## config.mk

```make
export PLATFORM = sky130hd
export DESIGN_NAME = rx_byte_decoder
export DESIGN_NICKNAME = d
export VERILOG_FILES = /design/src/rtl/rx_byte_decoder.sv
export SDC_FILE = /design/constraint.sdc
export NUM_CORES = 1
export LEC_CHECK = 0
export BUFFER_PORTS_ARGS = -buffer_cell sky130_fd_sc_hd__buf_4
export CORE_MARGIN = 1.5
export CORE_UTILIZATION = 44
export CTS_BUF_LIST = sky130_fd_sc_hd__clkbuf_2
export DETAILED_ROUTE_END_ITERATION = 6
export GPL_TIMING_DRIVEN = 0
export SYNTH_ARGS = -nofsm -noshare
export SYNTH_HDL_FRONTEND = slang
export SYNTH_SLANG_ARGS = --single-unit
export TNS_END_PERCENT = 10
```

## constraint.sdc

```tcl
create_clock -name clk -period 2.3 [get_ports clk]
set_input_delay 0.345 -clock clk [delete_from_list [all_inputs] [get_ports clk]]
set_output_delay 0.345 -clock clk [all_outputs]
set_load 0.02 [all_outputs]
```

## src/rtl/rx_byte_decoder.sv

```systemverilog
// rx_byte_decoder: USB receive-path front end.
// NRZI decode, SYNC detect, bit unstuffing and LSB-first byte assembly feeding the receive FIFO.
// Optional feature macro: RX_STUFF_ERR_EN -- when defined, a 1 in a stuffed-bit slot is treated
// as a stuff violation (error, wait for eop); when undefined the slot is silently dropped.
module rx_byte_decoder #(
  parameter int unsigned STUFF_LEN = 6,
  parameter logic [7:0]  SYNC_BYTE = 8'h80
) (
  input  logic       clk,
  input  logic       rst,
  input  logic       d_plus,
  input  logic       shift_en,
  input  logic       eop,
  input  logic       fifo_full,
  output logic [7:0] w_data,
  output logic       w_enable,
  output logic       rcving,
  output logic       rx_error
);

  localparam int unsigned OnesW = $clog2(STUFF_LEN + 1);

  typedef enum logic [1:0] {
    StIdle,
    StRecv,
    StEopw
  } state_t;

  state_t           state;
  logic             prev_bit;
  logic [7:0]       sync_sr;
  logic [7:0]       shift_sr;
  logic [2:0]       bit_cnt;
  logic [OnesW-1:0] ones_cnt;

  logic       dec_bit;
  logic [7:0] sync_next;
  logic [7:0] shift_next;
  logic       stuff_slot;

  // NRZI: no transition decodes to 1; both shifters fill LSB-first from the MSB end.
  always_comb begin
    dec_bit    = (d_plus == prev_bit);
    sync_next  = {dec_bit, sync_sr[7:1]};
    shift_next = {dec_bit, shift_sr[7:1]};
    stuff_slot = (ones_cnt == OnesW'(STUFF_LEN));
  end

  // Receive FSM with all datapath state and registered outputs.
  always_ff @(posedge clk or posedge rst) begin
    if (rst) begin
      state    <= StIdle;
      prev_bit <= 1'b1;
      sync_sr  <= 8'hFF;
      shift_sr <= 8'h00;
      bit_cnt  <= 3'd0;
      ones_cnt <= '0;
      w_data   <= 8'h00;
      w_enable <= 1'b0;
      rcving   <= 1'b0;
      rx_error <= 1'b0;
    end else begin
      w_enable <= 1'b0;
      // prev_bit follows the line in every state so decoding never loses phase.
      if (shift_en) begin
        prev_bit <= d_plus;
      end
      case (state)
        StIdle: begin
          if (shift_en) begin
            if (sync_next == SYNC_BYTE) begin
              state    <= StRecv;
              rcving   <= 1'b1;
              rx_error <= 1'b0;
              bit_cnt  <= 3'd0;
              // The trailing 1 of SYNC counts toward the first stuffing run.
              ones_cnt <= OnesW'(1);
              sync_sr  <= 8'hFF;
            end else begin
              sync_sr <= sync_next;
            end
          end
        end
        StRecv: begin
          // eop beats a coincident data bit; that bit is dropped.
          if (eop) begin
            state   <= StIdle;
            rcving  <= 1'b0;
            sync_sr <= 8'hFF;
            if (bit_cnt != 3'd0) begin
              rx_error <= 1'b1;
            end
          end else if (shift_en) begin
            if (stuff_slot) begin
              ones_cnt <= '0;
`ifdef RX_STUFF_ERR_EN
              if (dec_bit) begin
                rx_error <= 1'b1;
                state    <= StEopw;
              end
`endif
            end else begin
              shift_sr <= shift_next;
              bit_cnt  <= bit_cnt + 3'd1;
              ones_cnt <= dec_bit ? ones_cnt + OnesW'(1) : '0;
              if (bit_cnt == 3'd7) begin
                if (fifo_full) begin
                  rx_error <= 1'b1;
                  state    <= StEopw;
                end else begin
                  w_data   <= shift_next;
                  w_enable <= 1'b1;
                end
              end
            end
          end
        end
        StEopw: begin
          if (eop) begin
            state   <= StIdle;
            rcving  <= 1'b0;
            sync_sr <= 8'hFF;
          end
        end
        default: begin
          state <= StIdle;
        end
      endcase
    end
  end

endmodule

```

==> reports/results.ini <==
[power_and_ir_drop]
clkPwrFrac_pct=17.6
p_comb_share_pct=39.9
irDropWorstVdd_mv=0.600
swShare_pct=36.7
p_per_area_nw_per_um2=1090
seq_power_share_pct=42.5
p_sw_uw=812
p_int_uw=1400
p_total_uw=2210
leakage_uw=0.000988

[routing]
route.detailed.drc=0
dr.pass1.iters=4
ant_nets=0
wl_um=2970
drt_iter0_markers=38
post_drt_via_cell_ratio=5.51
num_vias=1146
avgRoutedWirePerCell_um=14.3

[clock_tree]
cts.clk_slew.worst_paths_ns=0.17
clkSinkCount=34
cts-root-buf=clkbuf_2
cts_tree=done
clockBufferDepth=2
cts_made_buffers=5
h-tree-depth=2
cts-hold-fix-buffers=0
cts_repair_resize_count=0
post-cts-setup-buffers=0
clock_latency_ns=0.36

[yosys]
synth.avg_cell_area_um2=13.0
async_flop_share_pct=100
synth_top_area_cell=dfrtp_1
syn_inst=134
syn_area_um2=1740
ys_warn_count=0
synth_cell_types=37
yosysMostFrequentCell=dfrtp_1
synth_common_cells=26 x dfrtp_1, 13 x inv_1, 10 x ha_1, 10 x mux2_2
synth-edff-count=0
ys.flop_type=dfrtp_1
synth.ff_latch_count=34
ys_seq_area_share_pct=49.4
synth_area_leaders=dfrtp_1 37%, dfstp_2 12%, ha_1 7.2%
syn-num-nets=150
synth_top_area_share_pct=37.3

[setup_path]
crit_path_start=state[1]
critPathKind=reg2reg
crit_end=state[0]
ff2ff_path_depth=7
crit_arrival_ns=2.22
path_cells=inv_1 > ha_1 > buf_2 > inv_1 > a311o_1 > o2111ai_1 > mux2_2
cpMostUsedCell=inv_1
worstSetupPathDepth=7
critPathSlowestCell=dfrtp_1
critPathLaunchType=register
path_max_fanout=10
r2r-end=state[0]
critical_path.top_delay_family=flip-flops
rrSetupSlack_ns=0.34
path_buf_inv=3
max_stage_delay_ns=0.44
crit_required_ns=2.56
endpoint_kind=register
rr_startpoint=state[1]

[finish]
multi_input_area_um2=803
seq_area_um2=861
antennaDiodeCount=0
syn_to_final_growth_pct=16.2
design_area_um2=2030
n_fill_cell=343
layout.nets=175
drive_gt1_share_pct=40.0

[timing]
fin_crit_sh_pct=85.4
fin_skew_ns=0.0133
finalMaxSlewViolations=0
rsz0062_at_grt=no
min_period_ns=1.96
finalSetupViolCount=0
hold_slack_ns=0.229
fin_setup_tns_ns=0
hold_viol=0
tightest_slew_ns=0.529
clock.fmax_mhz=509
slew_headroom_pct=64.6

[global_routing]
grt_antenna_before_repair=0
grt_max_degree=35
grt_pass1_wl_um=5400
track_usage_pct=16.4
grt_pass1_vias=1198
grt_overflow=0

[floorplanning]
die_h_um=65.9
rows=22
dieArea_um2=4350
core_area_um2=3740
die_w_um=65.9
io_pins=17
initial_core_util_pct=46.6

[flow_run]
drv_cap=0

[placement]
place_hpwl_um=2200
place.gp.congestion=0.778
io_buffers=16
place_area_um2=1920

[outcome]
status=finished, final reports clean

[worst_hold_path]
min_path_type=in2reg

[cells in the final DEF, fill, tap and decap left out, types with 2 or more instances in the layout]
cell type / count
nor2_1: 4
ha_1: 10
clkbuf_2: 7
mux2i_1: 4
nand3_1: 3
a21oi_1: 2
o22a_1: 6
dfstp_2: 8
mux2_2: 10
nand2_1: 5
a211oi_1: 3
a221oi_1: 3
mux2_4: 8
o21ai_0: 4
inv_1: 12
dfrtp_1: 26
buf_4: 16
buf_2: 3
o2bb2ai_1: 2
[layer usage]
| layer | up-vias | GRT usage (%) | wire length, µm |
|---|---|---|---|
| met4 | 0 | 6.12 | 52 |
| met1 | 578 | 19.7 | 1320 |
| met5 | - | 0 | 0 |
| met3 | 7 | 4.26 | 102 |
| li1 | 537 | - | - |
| met2 | 24 | 28.2 | 1500 |
[power groups by stage]
stage               Clock, µW  Sequential [µW]  Combinational, µW
finish                    389              940                882
global route              431              968                981
CTS                       404              942                880
detailed placement          0              957                880
global placement            0              942                848
floorplan                   0              940                677
[flip-flops by register name, summed over array words and instances, names as in the netlist]
signal,cells
rcving,1
rx_error,1
sync_sr,7
shift_sr,7
ones_cnt,3
state,2
bit_cnt,3
w_data,8
prev_bit,1
w_enable,1
[per-stage QoR]
step | cells | utilization, % | setup WS [ns]
6_report | 208 | 54.1 | 0.336
5_1_grt | 208 | 54.1 | 0.219
3_5_place_dp | 198 | 51.4 | 0.359
4_1_cts | 206 | 53.1 | 0.352
3_3_place_gp | 198 | 51.4 | 0.397
2_1_floorplan | 134 | - | 0.520
[final cells by class]
class,count,area share [%]
buffer,4,1.30
clock buffer,7,1.73
clock inverter,1,1.48
inverter,14,2.59
multi-input combinational,82,39.7
sequential,34,42.5
tap,48,2.96
timing repair buffer,18,7.78
[how the worst min path moves through the flow]
stage / start / endpoint / slack, ns / depth (start not counted)
floorplan: ones_cnt[2] / ones_cnt[2] / 0.47 / 1
CTS: d_plus / prev_bit / 0.20 / 2
finish: d_plus / prev_bit / 0.23 / 2
detailed placement: w_data[4] / w_data[4] / 0.50 / 1
global placement: ones_cnt[2] / ones_cnt[2] / 0.49 / 1
global route: d_plus / prev_bit / 0.19 / 2
[cell families (layout without fill, tap and decap cells)]
logic type	Yosys count	after routing	share of synthesized area (%)
DFF	34	34	49.4
AOI/OAI and AO/OA	29	29	13.8
muxes	22	22	15.7
and+or+nand+nor	20	20	8.54
buffers and inverters	18	44	4.52
adders and majority gates	10	10	7.18
xor gates and xnor gates	1	1	0.933
Note: power is estimated with default switching activity, not from simulation.
